`src/rtl/stacker_matrix_scan_if.sv`:
```
// Display bus between the stacker game core and the LED matrix scanner.
// master: game-core side (drives frame and brightness).
// slave:  scanner side (drives the matrix row/column lines and status).
interface stacker_matrix_scan_if;
  logic [63:0] game_display;
  logic [2:0]  brightness;
  logic [7:0]  row_sel;
  logic [7:0]  col_data;
  logic        frame_done;
  logic [2:0]  scan_row;

  modport master (
    output game_display, brightness,
    input  row_sel, col_data, frame_done, scan_row
  );

  modport slave (
    input  game_display, brightness,
    output row_sel, col_data, frame_done, scan_row
  );
endinterface

```
`src/rtl/stacker_matrix_scan.sv`:
```
// stacker_matrix_scan: time-multiplexes the 64-bit game frame onto an 8x8
// LED matrix, one row at a time with a dark blanking gap before every row.
// The frame is snapshotted once per scan so mid-scan updates never tear.
// Optional PWM dimming is enabled by defining STACKER_SCAN_DIM_EN.
module stacker_matrix_scan #(
  parameter int unsigned ROW_CYCLES     = 1000,
  parameter int unsigned BLANK_CYCLES   = 16,
  parameter bit          ROW_ACTIVE_LOW = 1'b0
) (
  input  logic                   clk,
  input  logic                   rst,
  stacker_matrix_scan_if.slave   disp
);

  localparam int unsigned MAX_CYCLES = (ROW_CYCLES > BLANK_CYCLES) ? ROW_CYCLES : BLANK_CYCLES;
  localparam int unsigned CNT_W      = $clog2(MAX_CYCLES) + 1;
  localparam logic [CNT_W-1:0] ROW_LAST   = CNT_W'(ROW_CYCLES - 1);
  localparam logic [CNT_W-1:0] BLANK_LAST = CNT_W'(BLANK_CYCLES - 1);
  localparam logic [7:0] ROW_IDLE = ROW_ACTIVE_LOW ? 8'hFF : 8'h00;

  typedef enum logic {
    S_BLANK = 1'b0,
    S_DRIVE = 1'b1
  } state_t;

  state_t           state, state_n;
  logic [CNT_W-1:0] cnt, cnt_n;
  logic [2:0]       row_idx, row_idx_n;
  logic [63:0]      frame_buf, frame_buf_n;
  logic [7:0]       row_sel_q, row_sel_n;
  logic [7:0]       col_data_q, col_data_n;
  logic             frame_done_q, frame_done_n;
  logic             snap;
  logic             lit;
  logic [7:0]       row_pat;

  // Next-state: dwell counting, row advance, frame snapshot and end-of-frame strobe.
  always_comb begin
    state_n      = state;
    cnt_n        = cnt + CNT_W'(1);
    row_idx_n    = row_idx;
    frame_buf_n  = frame_buf;
    frame_done_n = 1'b0;
    snap         = 1'b0;
    unique case (state)
      S_BLANK: begin
        if (cnt == BLANK_LAST) begin
          state_n = S_DRIVE;
          cnt_n   = '0;
          if (row_idx == 3'd0) begin
            snap        = 1'b1;
            frame_buf_n = disp.game_display;
          end
        end
      end
      S_DRIVE: begin
        if (cnt == ROW_LAST) begin
          state_n      = S_BLANK;
          cnt_n        = '0;
          row_idx_n    = row_idx + 3'd1;
          frame_done_n = (row_idx == 3'd7);
        end
      end
      default: begin
        state_n = S_BLANK;
        cnt_n   = '0;
      end
    endcase
  end

`ifdef STACKER_SCAN_DIM_EN
  logic [2:0] pwm_cnt, pwm_n;
  logic [2:0] bright_lat, bright_n;

  // PWM phase restarts on each DRIVE entry; brightness is captured with the frame.
  always_comb begin
    pwm_n    = pwm_cnt;
    bright_n = bright_lat;
    if (state == S_BLANK && state_n == S_DRIVE) begin
      pwm_n = '0;
    end else if (state == S_DRIVE) begin
      pwm_n = pwm_cnt + 3'd1;
    end
    if (snap) begin
      bright_n = disp.brightness;
    end
    lit = (pwm_n <= bright_n);
  end

  // PWM counter and latched brightness registers.
  always_ff @(posedge clk or negedge rst) begin
    if (!rst) begin
      pwm_cnt    <= '0;
      bright_lat <= '0;
    end else begin
      pwm_cnt    <= pwm_n;
      bright_lat <= bright_n;
    end
  end
`else
  logic unused_brightness;
  assign unused_brightness = ^disp.brightness;
  assign lit = 1'b1;
`endif

  // Outputs are computed from the next state so the registered lines line up
  // with the state they describe; the snapshot row uses the incoming frame.
  always_comb begin
    row_pat    = frame_buf_n[{row_idx_n, 3'b000} +: 8];
    row_sel_n  = ROW_IDLE;
    col_data_n = '0;
    if (state_n == S_DRIVE) begin
      row_sel_n  = (8'h01 << row_idx_n) ^ ROW_IDLE;
      col_data_n = lit ? row_pat : 8'h00;
    end
  end

  // State, counters, frame buffer and registered outputs.
  always_ff @(posedge clk or negedge rst) begin
    if (!rst) begin
      state        <= S_BLANK;
      cnt          <= '0;
      row_idx      <= '0;
      frame_buf    <= '0;
      row_sel_q    <= ROW_IDLE;
      col_data_q   <= '0;
      frame_done_q <= 1'b0;
    end else begin
      state        <= state_n;
      cnt          <= cnt_n;
      row_idx      <= row_idx_n;
      frame_buf    <= frame_buf_n;
      row_sel_q    <= row_sel_n;
      col_data_q   <= col_data_n;
      frame_done_q <= frame_done_n;
    end
  end

  assign disp.row_sel    = row_sel_q;
  assign disp.col_data   = col_data_q;
  assign disp.frame_done = frame_done_q;
  assign disp.scan_row   = row_idx;

endmodule

```
`src/flat_wrapper.sv`:
```
// flat-port wrapper written by rule: the top's interface ports become plain ports
module stacker_matrix_scan_flat 
#(
  parameter int unsigned ROW_CYCLES     = 1000,
  parameter int unsigned BLANK_CYCLES   = 16,
  parameter bit          ROW_ACTIVE_LOW = 1'b0
)
  (clk, rst, disp_game_display, disp_brightness, disp_row_sel, disp_col_data, disp_frame_done, disp_scan_row);
  stacker_matrix_scan_if disp_i ();
  input  logic clk;
  input  logic rst;
  input wire logic [$bits(disp_i.game_display)-1:0] disp_game_display;
  input wire logic [$bits(disp_i.brightness)-1:0] disp_brightness;
  output wire logic [$bits(disp_i.row_sel)-1:0] disp_row_sel;
  output wire logic [$bits(disp_i.col_data)-1:0] disp_col_data;
  output wire logic [$bits(disp_i.frame_done)-1:0] disp_frame_done;
  output wire logic [$bits(disp_i.scan_row)-1:0] disp_scan_row;
  assign disp_i.game_display = disp_game_display;
  assign disp_i.brightness = disp_brightness;
  assign disp_row_sel = disp_i.row_sel;
  assign disp_col_data = disp_i.col_data;
  assign disp_frame_done = disp_i.frame_done;
  assign disp_scan_row = disp_i.scan_row;
  stacker_matrix_scan #(.ROW_CYCLES(ROW_CYCLES), .BLANK_CYCLES(BLANK_CYCLES), .ROW_ACTIVE_LOW(ROW_ACTIVE_LOW)) u_core (.clk(clk), .rst(rst), .disp(disp_i));
endmodule
```
`config.mk`:
```
export PLATFORM = sky130hd
export DESIGN_NAME = stacker_matrix_scan_flat
export DESIGN_NICKNAME = d
export VERILOG_FILES = /design/src/rtl/stacker_matrix_scan_if.sv /design/src/rtl/stacker_matrix_scan.sv /design/src/flat_wrapper.sv
export SDC_FILE = /design/constraint.sdc
export NUM_CORES = 1
export LEC_CHECK = 0
export BUFFER_PORTS_ARGS = -buffer_cell sky130_fd_sc_hd__buf_4
export CORE_AREA = 3 3 81 98
export CTS_BUF_LIST = sky130_fd_sc_hd__clkbuf_4 sky130_fd_sc_hd__clkbuf_8
export CTS_CLUSTER_SIZE = 16
export DETAILED_ROUTE_END_ITERATION = 8
export DIE_AREA = 0 0 84 101
export GPL_ROUTABILITY_DRIVEN = 1
export PLACE_DENSITY = 0.86
export SKIP_CTS_REPAIR_TIMING = 1
export SYNTH_ARGS = -nofsm -noshare
export SYNTH_HDL_FRONTEND = slang
export SYNTH_SLANG_ARGS = --single-unit
```
`constraint.sdc`:
```
create_clock -name clk -period 5.9 [get_ports clk]
set_input_delay 0 -clock clk [delete_from_list [all_inputs] [get_ports clk]]
set_output_delay 0 -clock clk [all_outputs]
set_load 0.01 [all_outputs]
```
Yosys cells after proc, flatten, opt, wreduce, memory -nomap -nowiden
Cells that the tools add are included.

Bits in registers: 96. Input port bits: 69. Output and inout port bits: 20. Word-level logic and storage cells: 31.

Add/subtract/negate cells: 2. Eq/ne operators: 3. Shifts and indexed selects: 2. Multiplexer cells: 15. Bitwise operators: 1. Reductions and logical operators: 1.

Operators with widths (number): two-way mux 64 bit (3); variable part select 64 x 7 -> 8 bit (1); two-way mux 11 bit (2); case mux 11 bit (2 select lines) (1); two-way mux 8 bit (2); adder 11 x 1 -> 11 bit (second input constant) (1); == test 11 x 10 -> 1 bit (second input constant) (1); == test 11 x 4 -> 1 bit (second input constant) (1); left shift 1 x 3 -> 8 bit (first input constant) (1); two-way mux 3 bit (2); two-way mux 1 bit (4); adder 3 x 1 -> 3 bit (second input constant) (1); == test 3 bit (second input constant) (1); zero test 3 bit (1); case mux 1 bit (2 select lines) (1); NOT 1 bit (1).

Logic depth before layout (Yosys ltp)
Depth in word-level cells: 6. Gate-level depth with buffers: 11. Mapped depth without buffers: 8.

Worst setup path after synthesis
OpenSTA, ideal clock, no wires.

Path kind: reg2reg. Start point: reg u_core.cnt[0]. End point: reg u_core.col_data_q[2], in the netlist u_core.disp.col_data[2]. Setup time: 0.123 ns. Data arrival time: 2.156 ns. Setup slack: 3.621 ns. Cell stages (with the launch flop): 9. Period minus slack after synthesis: 2.279 ns. Cell sequence: dfrtp_1 > ha_1 > nand4b_4 > nor4b_4 > mux2i_1 > buf_6 > nand3_1 > o221a_2 > a2bb2o_2.

Word-level cells in the longest chain between the ends: 5. Elaborated cells on any way between the ends: 11. Those cells by class: 2 x eq/ne; 1 x shift; 8 x mux.

RTL lines: start: declaration (RTL line stacker_matrix_scan.sv:27) `logic [CNT_W-1:0] cnt, cnt_n;`; start signal: assignment (RTL line stacker_matrix_scan.sv:130) `cnt <= cnt_n;`; == test 11 x 4 -> 1 bit / == test 11 x 10 -> 1 bit (equally long branches) (RTL line stacker_matrix_scan.sv:47, stacker_matrix_scan.sv:57); two-way mux 64 bit / two-way mux 3 bit (equally long branches) (RTL line stacker_matrix_scan.sv:47, stacker_matrix_scan.sv:57); two-way mux 64 bit / two-way mux 3 bit (equally long branches) (RTL line stacker_matrix_scan.sv:45) `unique case (state)`; variable part select 64 x 7 -> 8 bit (RTL line stacker_matrix_scan.sv:109) `row_pat = frame_buf_n[{row_idx_n, 3'b000} +: 8];`; two-way mux 8 bit * (RTL line stacker_matrix_scan.sv:112) `if (state_n == S_DRIVE) begin`; named net u_core.col_data_n[2] (RTL line stacker_matrix_scan.sv:31) `logic [7:0] col_data_q, col_data_n;`; end signal: assignment (RTL line stacker_matrix_scan.sv:134) `col_data_q <= col_data_n;`; end: declaration (RTL line stacker_matrix_scan.sv:31).

The timed path passes the listed nets; every way through them passes the cells marked *.

Worst setup path in the final report
Start point: reg u_core.row_idx[0], in the netlist u_core.disp.scan_row[0]. End point: reg u_core.col_data_q[5], in the netlist u_core.disp.col_data[5].

Word-level cells in the longest chain between the ends: 6. Elaborated cells on any way between the ends: 9. Those cells by class: 1 x add/sub; 1 x shift; 6 x mux; 1 x reduce/logical.

RTL lines: start: declaration (RTL line stacker_matrix_scan.sv:28) `logic [2:0] row_idx, row_idx_n;`; start signal: assignment (RTL line stacker_matrix_scan.sv:131) `row_idx <= row_idx_n;`; zero test 3 bit (RTL line stacker_matrix_scan.sv:50) `if (row_idx == 3'd0) begin`; two-way mux 64 bit (RTL line stacker_matrix_scan.sv:50); two-way mux 64 bit (RTL line stacker_matrix_scan.sv:47) `if (cnt == BLANK_LAST) begin`; two-way mux 64 bit (RTL line stacker_matrix_scan.sv:45); named net u_core.frame_buf_n[53] (RTL line stacker_matrix_scan.sv:29) `logic [63:0] frame_buf, frame_buf_n;`; variable part select 64 x 7 -> 8 bit (RTL line stacker_matrix_scan.sv:109); two-way mux 8 bit (RTL line stacker_matrix_scan.sv:112); named net u_core.col_data_n[5] (RTL line stacker_matrix_scan.sv:31).

The timed path passes the listed nets, and every way through them passes these cells.

==> metrics.md <==
| Metric | Value |
|---|---|
| Clk slew on worst S/H paths | 100 ps |
| First-pass DRT Iterations | 6 |
| Fin crit share | 0.5777 |
| Post-Route WL | 11.46 mm |
| Core outline area | 0.007189 mm^2 |
| Primary FF master, synth | dfrtp_1 |
| Sum Neg Setup Slack | 0 ps |
| Reg-to-reg setup timing slack | 2490 ps |
| Rows | 34 |
| Antenna violations before repair | 0 |
| Clock latency on the worst-skew pair | 350 ps |
| CTS buffer count | 9 |
| Fmax | 293.4 MHz |
| Routed WL per cell | 17.63 um |
| Num ports | 89 |
| WP data arrival | 3650 ps |
| Antenna Violating Nets Remaining | 0 |
| Crit path required time | 6140 ps |
| Register area share after synthesis | 0.5642 |
| Startpoint Class | flop |
| Tmin final | 3409 ps |
| EDFF count, synth | 0 |
| CTS tree | built |
| Largest area contributor in the netlist | dfrtp_1 |
| Slew headroom | 0.2096 |
| Drc violations | 0 |
| Most frequent cell after synthesis | nand2_1 |
| Part of the power in registers | 0.516 |
| Ys async rst share | 1.000 |
| Number of global-route vias before repair | 3342 |
| Total Power | 1338 uW |
| Cells after synthesis | 410 |
| Total grt overflow | 0 |
| Comb pwr share | 0.096 |
| Most frequent cells after synthesis | nand2_1 (155), dfrtp_1 (96), nor2_1 (19), nand3_1 (13), inv_1 (11) |
| Leak | 0.002787 uW |
| Pre-CTS setup slack | 2566 ps |
| Chip width | 84 um |
| Synthesis Warnings | 0 |
| Sw Ratio | 0.2193 |
| DRT iter0 DRCs | 278 |
| Filler cells | 436 |
| First-pass GRT wire length | 15.97 mm |
| RSZ-0062 raised after global routing | false |
| Max-cap violations | 0 |
| Max FO, Critical Path | 40 |
| Starting Density | 0.5922 |
| CTS H-tree lvls | 3 |
| Share of layout cells above drive strength 1 | 0.2464 |
| Port buffer count | 85 |
| Worst Path Class, Setup | reg2reg |
| Clock root buffer | clkbuf_8 |
| Yosys top cell area share | 0.5642 |
| Via count | 3686 |
| Area delta synth->final | 35.41% |
| Synth Net Count | 483 |
| Number of clock sinks | 96 |
| Worst min path class | in2async |
| Mapped Avg Cell Area | 10.38 um^2 |
| Top post-synthesis cells by area | dfrtp_1 (56%), nand2_1 (14%), mux2i_1 (2.1%) |
| Synth unique cells | 42 |
| Antenna diodes | 0 |
| Status | completed |
| Worst Skew | 10.13 ps |
| Die area | 0.008484 mm^2 |
| Worst VDD drop | 0.1665 mV |
| Final setup margin | 2491 ps |
| Clock share of power | 0.388 |
| Slew @ Worst Pin | 1163 ps |
| DIE HEIGHT | 101 um |
| Critical path endpoint category | flop |
| Detailed placement HPWL | 6.681 mm |
| Vias/cell | 5.671 |
| Pwr Density | 232.1 mW/mm^2 |
| #FFs+latches synth | 96 |
| Final Slew Violations | 0 |
| Synth Cell Area | 0.004258 mm^2 |
| Final net count | 628 |
| Clock tree buffer depth | 2 |
| Worst hold slack | 165.2 ps |
| Final Hold Viols | 0 |
| Largest net degree at the start of global routing | 56 |
| GPL Wtd Cong | 0.7800 |
| Switching power total | 293.4 uW |
| Internal | 1045 uW |
| Gr usage total | 0.2417 |
| Final setup violation count | 0 |
layout make-up:
class / instances / area, um^2 / share of cell area
clock buffers: 9 / 123.9 / 0.02148
repair buffers: 153 / 1311 / 0.2274
inverters: 11 / 41.29 / 0.007161
multi-input cells: 284 / 1650 / 0.2862
clock inverters: 7 / 123.9 / 0.02148
flip-flops and latches: 96 / 2402 / 0.4167
well taps: 90 / 112.6 / 0.01953
cells by family (layout without fill, tap and decap cells):
kind of cell	Yosys count	after routing	synth area share
flops	96	96	0.5642
xor+xnor	9	9	0.01851
mux	19	19	0.04849
fa+ha+maj	4	4	0.01175
compound gates	47	47	0.1014
buf+inv	30	180	0.04937
simple gates	205	205	0.2063
placed cells by master (no fill, tap or decap), drive strengths merged, types with 2 or more instances in the layout:
| cell | netlist | final |
|---|---|---|
| a31oi | 8 | 8 |
| xor2 | 5 | 5 |
| nor2 | 19 | 19 |
| clkbuf | 4 | 9 |
| nand2 | 155 | 155 |
| nor4 | 3 | 3 |
| a2bb2oi | 8 | 8 |
| nor2b | 2 | 2 |
| mux2 | 10 | 10 |
| o21ai | 3 | 3 |
| nand4 | 2 | 2 |
| dlygate4sd3 | 0 | 65 |
| buf | 15 | 88 |
| dfrtp | 96 | 96 |
| mux2i | 9 | 9 |
| a21oi | 3 | 3 |
| and3 | 4 | 4 |
| o221ai | 8 | 8 |
| xnor2 | 4 | 4 |
| ha | 4 | 4 |
| o221a | 8 | 8 |
| inv | 11 | 14 |
| o2bb2ai | 2 | 2 |
| nor3 | 2 | 2 |
| nand3 | 13 | 13 |
| a2bb2o | 6 | 6 |
| bufinv | 0 | 3 |
worst max-delay path, stage by stage (launching register included):
cell       delay [ps]
dfrtp_1           470
inv_1             200
ha_1              190
nor2b_1           170
and4_2            790
buf_4             430
mux2_2            390
a2bb2oi_1         180
o221ai_1          160
a2bb2o_2          290
sequential cells by signal, indices dropped and copies added (netlist names):
name and count:
u_core.disp.scan_row 3, u_core.disp.col_data 8, u_core.cnt 11, u_core.state 1, u_core.disp.row_sel 8, u_core.frame_buf 64
u_core.disp.frame_done 1
power by group through the flow:
stage / registers (uW) / logic, uW / clock network, uW
finish: 690 / 128 / 520
CTS: 689 / 90.6 / 526
global placement: 701 / 87.2 / 0
floorplan: 702 / 30.8 / 0
global route: 692 / 140 / 553
detailed placement: 703 / 90.4 / 0
metal layers:
metal,vias up,track usage,part of all wire
li1,1666,-,-
met2,176,0.4060,0.52
met3,43,0.04088,0.056
met4,0,0.1275,0.037
met5,-,0,0
met1,1801,0.3015,0.38
path summary, 6_finish.rpt:
check,from,endpoint,cells after the start
worst max register to register,u_core.disp.scan_row[0],u_core.disp.col_data[5],9
worst min-delay path,rst,u_core.frame_buf[5],2
min in group clk,disp_game_display[29],u_core.frame_buf[29],4
worst min register to register,u_core.frame_buf[25],u_core.frame_buf[25],2
max in group asynchronous,rst,u_core.frame_buf[54],3
worst max-delay path,u_core.disp.scan_row[0],u_core.disp.col_data[5],9
stage by stage:
step | std cells | instance area [um^2] | util
6_report | 650 | 5766 | 0.8019
5_1_grt | 650 | 5766 | 0.8019
4_1_cts | 585 | 5115 | 0.7115
3_5_place_dp | 569 | 4867 | 0.6770
3_3_place_gp | 569 | 4867 | 0.6770
2_1_floorplan | 410 | 4258 | -
Note: power is estimated with default switching activity, not from simulation.
